File: config.mk
export PLATFORM = sky130hd
export DESIGN_NAME = audio_pwm_dac_flat
export DESIGN_NICKNAME = d
export VERILOG_FILES = /design/src/rtl/audio_pwm_dac_if.sv /design/src/rtl/audio_pwm_dac.sv /design/src/flat_wrapper.sv
export SDC_FILE = /design/constraint.sdc
export NUM_CORES = 1
export LEC_CHECK = 0
export CAP_MARGIN = 0
export CORE_MARGIN = 5
export CORE_UTILIZATION = 35
export CTS_CLUSTER_DIAMETER = 150
export DETAILED_ROUTE_END_ITERATION = 16
export PLACE_DENSITY = 0.53
export SLEW_MARGIN = 20
export SYNTH_ARGS = -nofsm -noshare
export SYNTH_HDL_FRONTEND = slang
export SYNTH_SLANG_ARGS = --single-unit
File: constraint.sdc
create_clock -name clk -period 2.85 [get_ports clk]
set_input_delay 0.7125 -clock clk [delete_from_list [all_inputs] [get_ports clk]]
set_output_delay 0.7125 -clock clk [all_outputs]
set_load 0.05 [all_outputs]
File: src/rtl/audio_pwm_dac_if.sv
// ============================================================================
// audio_pwm_dac_if : stb/ack audio word stream feeding audio_pwm_dac
// Rev 1.0
// ============================================================================
`default_nettype none

interface audio_pwm_dac_if;
   logic [31:0] input_audio;
   logic        input_audio_stb;
   logic        input_audio_ack;

   modport master (
      output input_audio,
      output input_audio_stb,
      input  input_audio_ack
   );

   modport slave (
      input  input_audio,
      input  input_audio_stb,
      output input_audio_ack
   );
endinterface

`default_nettype wire

File: src/rtl/audio_pwm_dac.sv
// ============================================================================
// audio_pwm_dac : FIFO-buffered, rate-paced PWM audio DAC for a mono amplifier.
// Optional macro AUDIO_PWM_SIGMA_DELTA_EN swaps the comparator for sigma-delta.
// Rev 1.0
// ============================================================================
`default_nettype none

module audio_pwm_dac #(
   parameter int SAMPLE_DIV = 2048,
   parameter int PWM_BITS   = 8,
   parameter int FIFO_DEPTH = 4
) (
   input  wire logic                        clk,
   input  wire logic                        rst,
   audio_pwm_dac_if.slave                   audio_in,
   input  wire logic                        clear_underrun,
   output logic                             audio_pwm,
   output logic                             audio_sd,
   output logic                             underrun,
   output logic [$clog2(FIFO_DEPTH):0]      fifo_level
);

   localparam int                  AW       = $clog2(FIFO_DEPTH);
   localparam int                  LW       = AW + 1;
   localparam logic [LW-1:0]       LVL_FULL = LW'(FIFO_DEPTH);
   localparam logic [15:0]         TICK_AT  = 16'(SAMPLE_DIV - 1);
   localparam logic [PWM_BITS-1:0] MID      = {1'b1, {(PWM_BITS-1){1'b0}}};
   localparam logic [PWM_BITS-1:0] PWM_MAX  = '1;

   logic [PWM_BITS-1:0] mem_q [FIFO_DEPTH];
   logic [AW-1:0]       wr_ptr_q, rd_ptr_q;
   logic [LW-1:0]       level_q, level_d;
   logic                ack_q, sd_q, underrun_q;
   logic [15:0]         scnt_q;
   logic [PWM_BITS-1:0] pcnt_q, pending_q, duty_q;

   logic [15:0]         w_flip;
   logic [PWM_BITS-1:0] w_conv;
   logic                w_push, w_tick, w_empty, w_pop;
   logic                w_unused;

   // Offset-binary conversion: flipping the sign bit maps -32768..32767 onto 0..65535.
   assign w_flip   = audio_in.input_audio[15:0] ^ 16'h8000;
   assign w_conv   = w_flip[15 -: PWM_BITS];
   assign w_unused = ^{audio_in.input_audio[31:16], w_flip[15-PWM_BITS:0]};

   assign w_push  = audio_in.input_audio_stb & ack_q;
   assign w_tick  = (scnt_q == TICK_AT);
   assign w_empty = (level_q == '0);
   assign w_pop   = w_tick & ~w_empty;

   always_comb begin
      level_d = level_q;
      if (w_push && !w_pop) begin
         level_d = level_q + LW'(1);
      end else if (w_pop && !w_push) begin
         level_d = level_q - LW'(1);
      end
   end

   always_ff @(posedge clk) begin
      if (w_push) begin
         mem_q[wr_ptr_q] <= w_conv;
      end
   end

   always_ff @(posedge clk) begin
      if (!rst) begin
         wr_ptr_q   <= '0;
         rd_ptr_q   <= '0;
         level_q    <= '0;
         ack_q      <= 1'b0;
         sd_q       <= 1'b0;
         underrun_q <= 1'b0;
         scnt_q     <= '0;
         pcnt_q     <= '0;
         pending_q  <= MID;
         duty_q     <= MID;
      end else begin
         level_q <= level_d;
         // Ack looks at the post-update level so a full FIFO never sees another write.
         ack_q   <= (level_d != LVL_FULL);
         sd_q    <= 1'b1;
         if (w_push) begin
            wr_ptr_q <= wr_ptr_q + AW'(1);
         end
         if (w_pop) begin
            rd_ptr_q  <= rd_ptr_q + AW'(1);
            pending_q <= mem_q[rd_ptr_q];
         end
         scnt_q <= w_tick ? '0 : scnt_q + 16'd1;
         if (w_tick && w_empty) begin
            underrun_q <= 1'b1;
         end else if (clear_underrun) begin
            underrun_q <= 1'b0;
         end
         pcnt_q <= pcnt_q + PWM_BITS'(1);
         if (pcnt_q == PWM_MAX) begin
            duty_q <= pending_q;
         end
      end
   end

`ifdef AUDIO_PWM_SIGMA_DELTA_EN
   // Top bit of the accumulator register is the registered carry that drives the pin.
   logic [PWM_BITS:0] acc_q, acc_sum;

   assign acc_sum = {1'b0, acc_q[PWM_BITS-1:0]} + {1'b0, duty_q};

   always_ff @(posedge clk) begin
      if (!rst) begin
         acc_q <= '0;
      end else begin
         acc_q <= acc_sum;
      end
   end

   assign audio_pwm = acc_q[PWM_BITS];
`else
   logic pwm_q;

   always_ff @(posedge clk) begin
      if (!rst) begin
         pwm_q <= 1'b0;
      end else begin
         pwm_q <= (pcnt_q < duty_q);
      end
   end

   assign audio_pwm = pwm_q;
`endif

   assign audio_in.input_audio_ack = ack_q;
   assign audio_sd                 = sd_q;
   assign underrun                 = underrun_q;
   assign fifo_level               = level_q;

endmodule

`default_nettype wire

File: src/flat_wrapper.sv
// flat-port wrapper written by rule: the top's interface ports become plain ports
module audio_pwm_dac_flat 
#(
   parameter int SAMPLE_DIV = 2048,
   parameter int PWM_BITS   = 8,
   parameter int FIFO_DEPTH = 4
)
  (clk, rst, clear_underrun, audio_pwm, audio_sd, underrun, fifo_level, audio_in_input_audio, audio_in_input_audio_stb, audio_in_input_audio_ack);
  audio_pwm_dac_if audio_in_i ();
  input  wire logic clk;
  input  wire logic rst;
  input  wire logic clear_underrun;
  output logic audio_pwm;
  output logic audio_sd;
  output logic underrun;
  output logic [$clog2(FIFO_DEPTH):0] fifo_level;
  input wire logic [$bits(audio_in_i.input_audio)-1:0] audio_in_input_audio;
  input wire logic [$bits(audio_in_i.input_audio_stb)-1:0] audio_in_input_audio_stb;
  output wire logic [$bits(audio_in_i.input_audio_ack)-1:0] audio_in_input_audio_ack;
  assign audio_in_i.input_audio = audio_in_input_audio;
  assign audio_in_i.input_audio_stb = audio_in_input_audio_stb;
  assign audio_in_input_audio_ack = audio_in_i.input_audio_ack;
  audio_pwm_dac #(.SAMPLE_DIV(SAMPLE_DIV), .PWM_BITS(PWM_BITS), .FIFO_DEPTH(FIFO_DEPTH)) u_core (.clk(clk), .rst(rst), .audio_in(audio_in_i), .clear_underrun(clear_underrun), .audio_pwm(audio_pwm), .audio_sd(audio_sd), .underrun(underrun), .fifo_level(fifo_level));
endmodule
-- After elaboration in Yosys (flattened, before gate mapping)
Memory sizes are Yosys's and may differ from the RTL's. A register that Yosys moved wholly into a read port is not among the register bits.
Index checks and enable logic that the tools add are counted.
- bits in registers: 43
- RAM bits: 32
- memories: 1
- memories (name ; words ; width ; read ports ; clocked after memory_dff ; wr ports ; RTL line ; source):
    u_core.mem_q ; 4 ; 8 ; 1 ; 1 ; 1 ; audio_pwm_dac.sv:30 ; logic [PWM_BITS-1:0] mem_q [FIFO_DEPTH];
- add/subtract/negate cells: 6
- $lt $le $gt $ge: 1
- eq/ne operators: 3
- muxes and demuxes: 7
- bitwise gates (word level): 5
- reductions and logical operators: 9
- operator list (kind ; count):
    16-bit by 1-bit adder with 16-bit output, second input constant ; 1
    16-bit by 11-bit equality test with 1-bit output, second input constant ; 1
    8-bit by 1-bit adder with 8-bit output, second input constant ; 1
    8-bit equality test, second input constant ; 1
    8-bit less-than comparator ; 1
    3-bit 2-to-1 mux ; 2
    1-bit 2-to-1 mux ; 5
    2-bit by 1-bit adder with 2-bit output, second input constant ; 2
    3-bit by 1-bit adder with 3-bit output, second input constant ; 1
    1-bit logical AND ; 3
    1-bit zero test ; 3
    3-bit zero test ; 1
    3-bit != test, second input constant ; 1
    1-bit NOT ; 3
    3-bit by 1-bit subtractor with 3-bit output, second input constant ; 1
    1-bit AND ; 2
    2-bit nonzero test ; 1
    2-bit OR reduction ; 1

-- Logic depth before layout (Yosys ltp)
- depth in word-level cells: 7
- depth in mapped cells: 9
- depth with buffers taken out: 8

-- Worst setup path before layout
Ideal clock, no wire load.
- path type: flip-flop to flip-flop
- start point: register u_core.level_q[0], in the netlist u_core.fifo_level[0]
- end point: register u_core.rd_ptr_q[1]
- setup time: 0.126 ns
- arrival time: 1.860 ns
- required time: 2.724 ns
- path slack: 0.865 ns
- cell stages (with the launch flop): 10
- period minus slack after synthesis: 1.985 ns
- cells stage by stage: dfxtp_1 -> inv_1 -> ha_1 -> inv_1 -> nor2_1 -> nor3_4 -> buf_6 -> nand2_4 -> xor2_1 -> nor2_2
- longest elaborated chain between the ends: 3
- RTL lines (what ; RTL line ; source):
    start, declared ; audio_pwm_dac.sv:32 ; logic [LW-1:0] level_q, level_d;
    start signal, assigned ; audio_pwm_dac.sv:80 ; level_q <= level_d;
    3-bit zero test ; audio_pwm_dac.sv:49 ; assign w_empty = (level_q == '0);
    1-bit NOT ; audio_pwm_dac.sv:50 ; assign w_pop = w_tick & ~w_empty;
    1-bit AND ; audio_pwm_dac.sv:50 ;
    end signal, assigned ; audio_pwm_dac.sv:88 ; rd_ptr_q <= rd_ptr_q + AW'(1);
    end, declared ; audio_pwm_dac.sv:31 ; logic [AW-1:0] wr_ptr_q, rd_ptr_q;
Every way passes these cells.
A chain may end at the register's enable or synchronous reset.

-- Worst setup path after layout
- start point: register u_core.level_q[2], in the netlist u_core.fifo_level[2]
- end point: output port fifo_level[2]
- RTL lines (what ; RTL line ; source):
    end, declared ; flat_wrapper.sv:16 ; output logic [$clog2(FIFO_DEPTH):0] fifo_level;
No word-level cell between the ends.

==> out/qor.txt <==
CP max stage delay = 0.86 ns
Unrepaired setup endpoints after global routing = no
Post-synth EDFFs = 32
IO Pins = 43
Remaining routing DRC violations = 0
Die area = 0.0121 mm²
Worst-Margin Slew = 0.699 ns
WL/cell = 12.9 µm
GRT Total Usage = 10.8%
CP Data Arrival Time = 1.67 ns
Max Clk Rate = 0.419 GHz
WL final = 5900 µm
CTS sink cnt = 83
Async S/R FF share, synth = 0%
Dominant cell type by area after synthesis = dfxtp_1
Clock latency on the worst-skew pair = 0.35 ns
Area share of the largest cell type after synthesis = 29.1%
Antenna violations before repair = 0
Sequential Power Share = 52.7%
Net Sw Frac = 24.0%
Sum Neg Setup Slack = 0 ns
CP endpoint kind = primary output
Commonest non-fill, non-tap cells in the layout = dfxtp_1 (51), nor2_1 (41), edfxtp_1 (32)
Layout Nets = 370
Mapped Nets = 346
Chip height = 110 µm
Hold buffers post-CTS = 0
CP top delay family = buffers and inverters
Clock period minus worst slack = 2.39 ns
Mean Syn Cell Area = 12.0 µm²
# resized after CTS = 0
Dpl ws = 0.535 ns
Placed instance area = 0.00383 mm²
Total CTS buffers = 9
CP startpoint kind = flip-flop
Status = completed
GP Congestion = 0.735
Met3 Track Usage GR = 2.80%
Port Buffer Count = 18
CTS tree = yes
Final worst slack = 0.464 ns
Power density over the cells = 595 mW/mm²
Post-Syn Instances = 294
Post-CTS Setup Bufs = 0
Setup-failing EPs final = 0
Synth warn = 0
Int Power = 1.84 mW
Clock share of power = 40.1%
HPWL Detailed = 4000 µm
# H-tree levels = 3
Final Hold Fails = 0
Synth cell types = 46
Top FF cell, synth = dfxtp_1
Vias in the first global route = 2028
Post-DRT Antenna Nets = 0
Die Wd = 110 µm
Top cells by area, synth = dfxtp_1 (29%), edfxtp_1 (27%), ha_1 (5.7%)
Overflow after GRT = 0
DR vias = 2112
Global-route wire length before repair = 10100 µm
CP Cell Sequence = clkdlybuf4s50_1
Final non-filler cell total = 456
Standard-cell rows = 36
Met2 usage = 15.9%
Sequential share of the synthesized area = 56.4%
Worst path required time = 2.14 ns
Leak = 1.44 nW
Clock Skew = 0.00898 ns
Register bit total from synthesis = 83
R2r setup slk = 0.78 ns
Fin area = 0.00406 mm²
Switching power total = 0.581 mW
Via/cell ratio = 4.63
Initial DRC Count = 125
TritonRoute pass-1 iters = 4
Fin crit share = 83.7%
Relative slew slack = 53.4%
Core Box Area = 0.00977 mm²
Slowest cell on crit path = clkdlybuf4s50_1
Maximum number of pins on one net before global-route repair = 27
Initial Utilization = 35.9%
Commonest non-fill, non-tap cell in the layout = dfxtp_1
Root Buffer = clkbuf_8
Logic pwr share = 7.2%
Post-Syn Area = 0.00351 mm²
CTS Buffer Depth = 2
Met1 Track Usage GR = 15.2%
Crit-path max FO = 6
Max Cap Viol = 0
Worst Path Class, Setup = reg -> out
Placed cell count = 440
Count of final max-slew check failures = 0
Worst hold path class = reg -> reg
Number of diodes = 0
Layout cell share with drive strength beyond 1 = 11.8%
Peak supply drop = 0.000269 V
P&R area growth vs syn = 15.7%
GRT busiest layer = met2
WP buf/inv = 1
Clock-pin transition on the worst setup and hold timing paths = 0.09 ns
[metrics by stage]
step                utilization (%)  hold slack [ns]  power [mW]
CTS                            41.6            0.472        2.45
finish                         41.6            0.464        2.42
global placement               39.2            0.443        1.48
floorplan                         -            0.425        1.42
detailed placement             39.2            0.451        1.48
global route                   41.6            0.503        2.53
[registers in the layout, summed over array words and instances (netlist names)]
register,flops
u_core.wr_ptr_q,2
u_core.rd_ptr_q,2
u_core.audio_sd,1
u_core.underrun,1
u_core.scnt_q,16
u_core.audio_pwm,1
u_core.audio_in.input_audio_ack,1
u_core.mem_q,32
u_core.duty_q,8
u_core.pcnt_q,8
u_core.fifo_level,3
u_core.pending_q,8
[path summary, 6_finish.rpt]
check	start	end	cells past startpoint
setup / recovery	u_core.fifo_level[2]$_SDFF_PN0_	fifo_level[2]	1
hold / removal	u_core.pcnt_q[0]$_SDFF_PN0_	u_core.pcnt_q[0]$_SDFF_PN0_	1
setup reg to reg	u_core.scnt_q[0]$_SDFF_PP0_	u_core.audio_in.input_audio_ack$_SDFF_PN0_	8
hold reg to reg	u_core.pcnt_q[0]$_SDFF_PN0_	u_core.pcnt_q[0]$_SDFF_PN0_	1
[layout make-up]
type / instances / area [µm²]
inverter: 17 / 63.8
timing repair buffer: 21 / 203
sequential: 83 / 1980
clock inverter: 7 / 106
multi-input combinational: 186 / 1420
fill: 942 / 5710
clock buffer: 9 / 124
tap: 133 / 166
[power by group through the flow]
stage	combinational, mW	clock (mW)	sequential [mW]
after floorplan	0.0896	0	1.33
after global placement	0.174	0	1.30
after detailed placement	0.176	0	1.30
after CTS	0.177	1.00	1.28
after global routing	0.194	1.06	1.28
final	0.173	0.970	1.27
[cells by family after synthesis]
family	after synthesis	synth area share, %
XOR/XNOR	23	5.73
adder cells (fa/ha/maj)	16	5.70
AO/OA/AOI/OAI	22	4.52
AND/OR/NAND/NOR	102	15.0
flip-flops	83	56.4
buffers and inverters	25	3.21
multiplexers	23	9.40
[layer usage]
| metal | up-vias | routed length (µm) |
|---|---|---|
| met5 | - | 0 |
| met4 | 0 | 83 |
| met3 | 8 | 192 |
| met2 | 30 | 2560 |
| met1 | 995 | 3060 |
| li1 | 1079 | - |
[Yosys cell counts (2+ instances only)]
master	number
o21ai_1	2
nor2_1	41
inv_1	15
buf_1	2
o21ai_0	3
nand2_1	17
nand4_1	3
or3_1	2
edfxtp_1	32
nand3_1	9
xnor2_1	10
clkinv_1	2
xor2_1	13
dfxtp_1	51
mux2i_1	15
nor4_1	2
nand2b_1	3
o211ai_1	2
clkbuf_1	3
mux4_2	8
nor2_2	2
and2_1	2
buf_6	2
a21oi_1	5
a21o_1	3
ha_1	16
and3_1	10
Note: power is estimated with default switching activity, not from simulation.
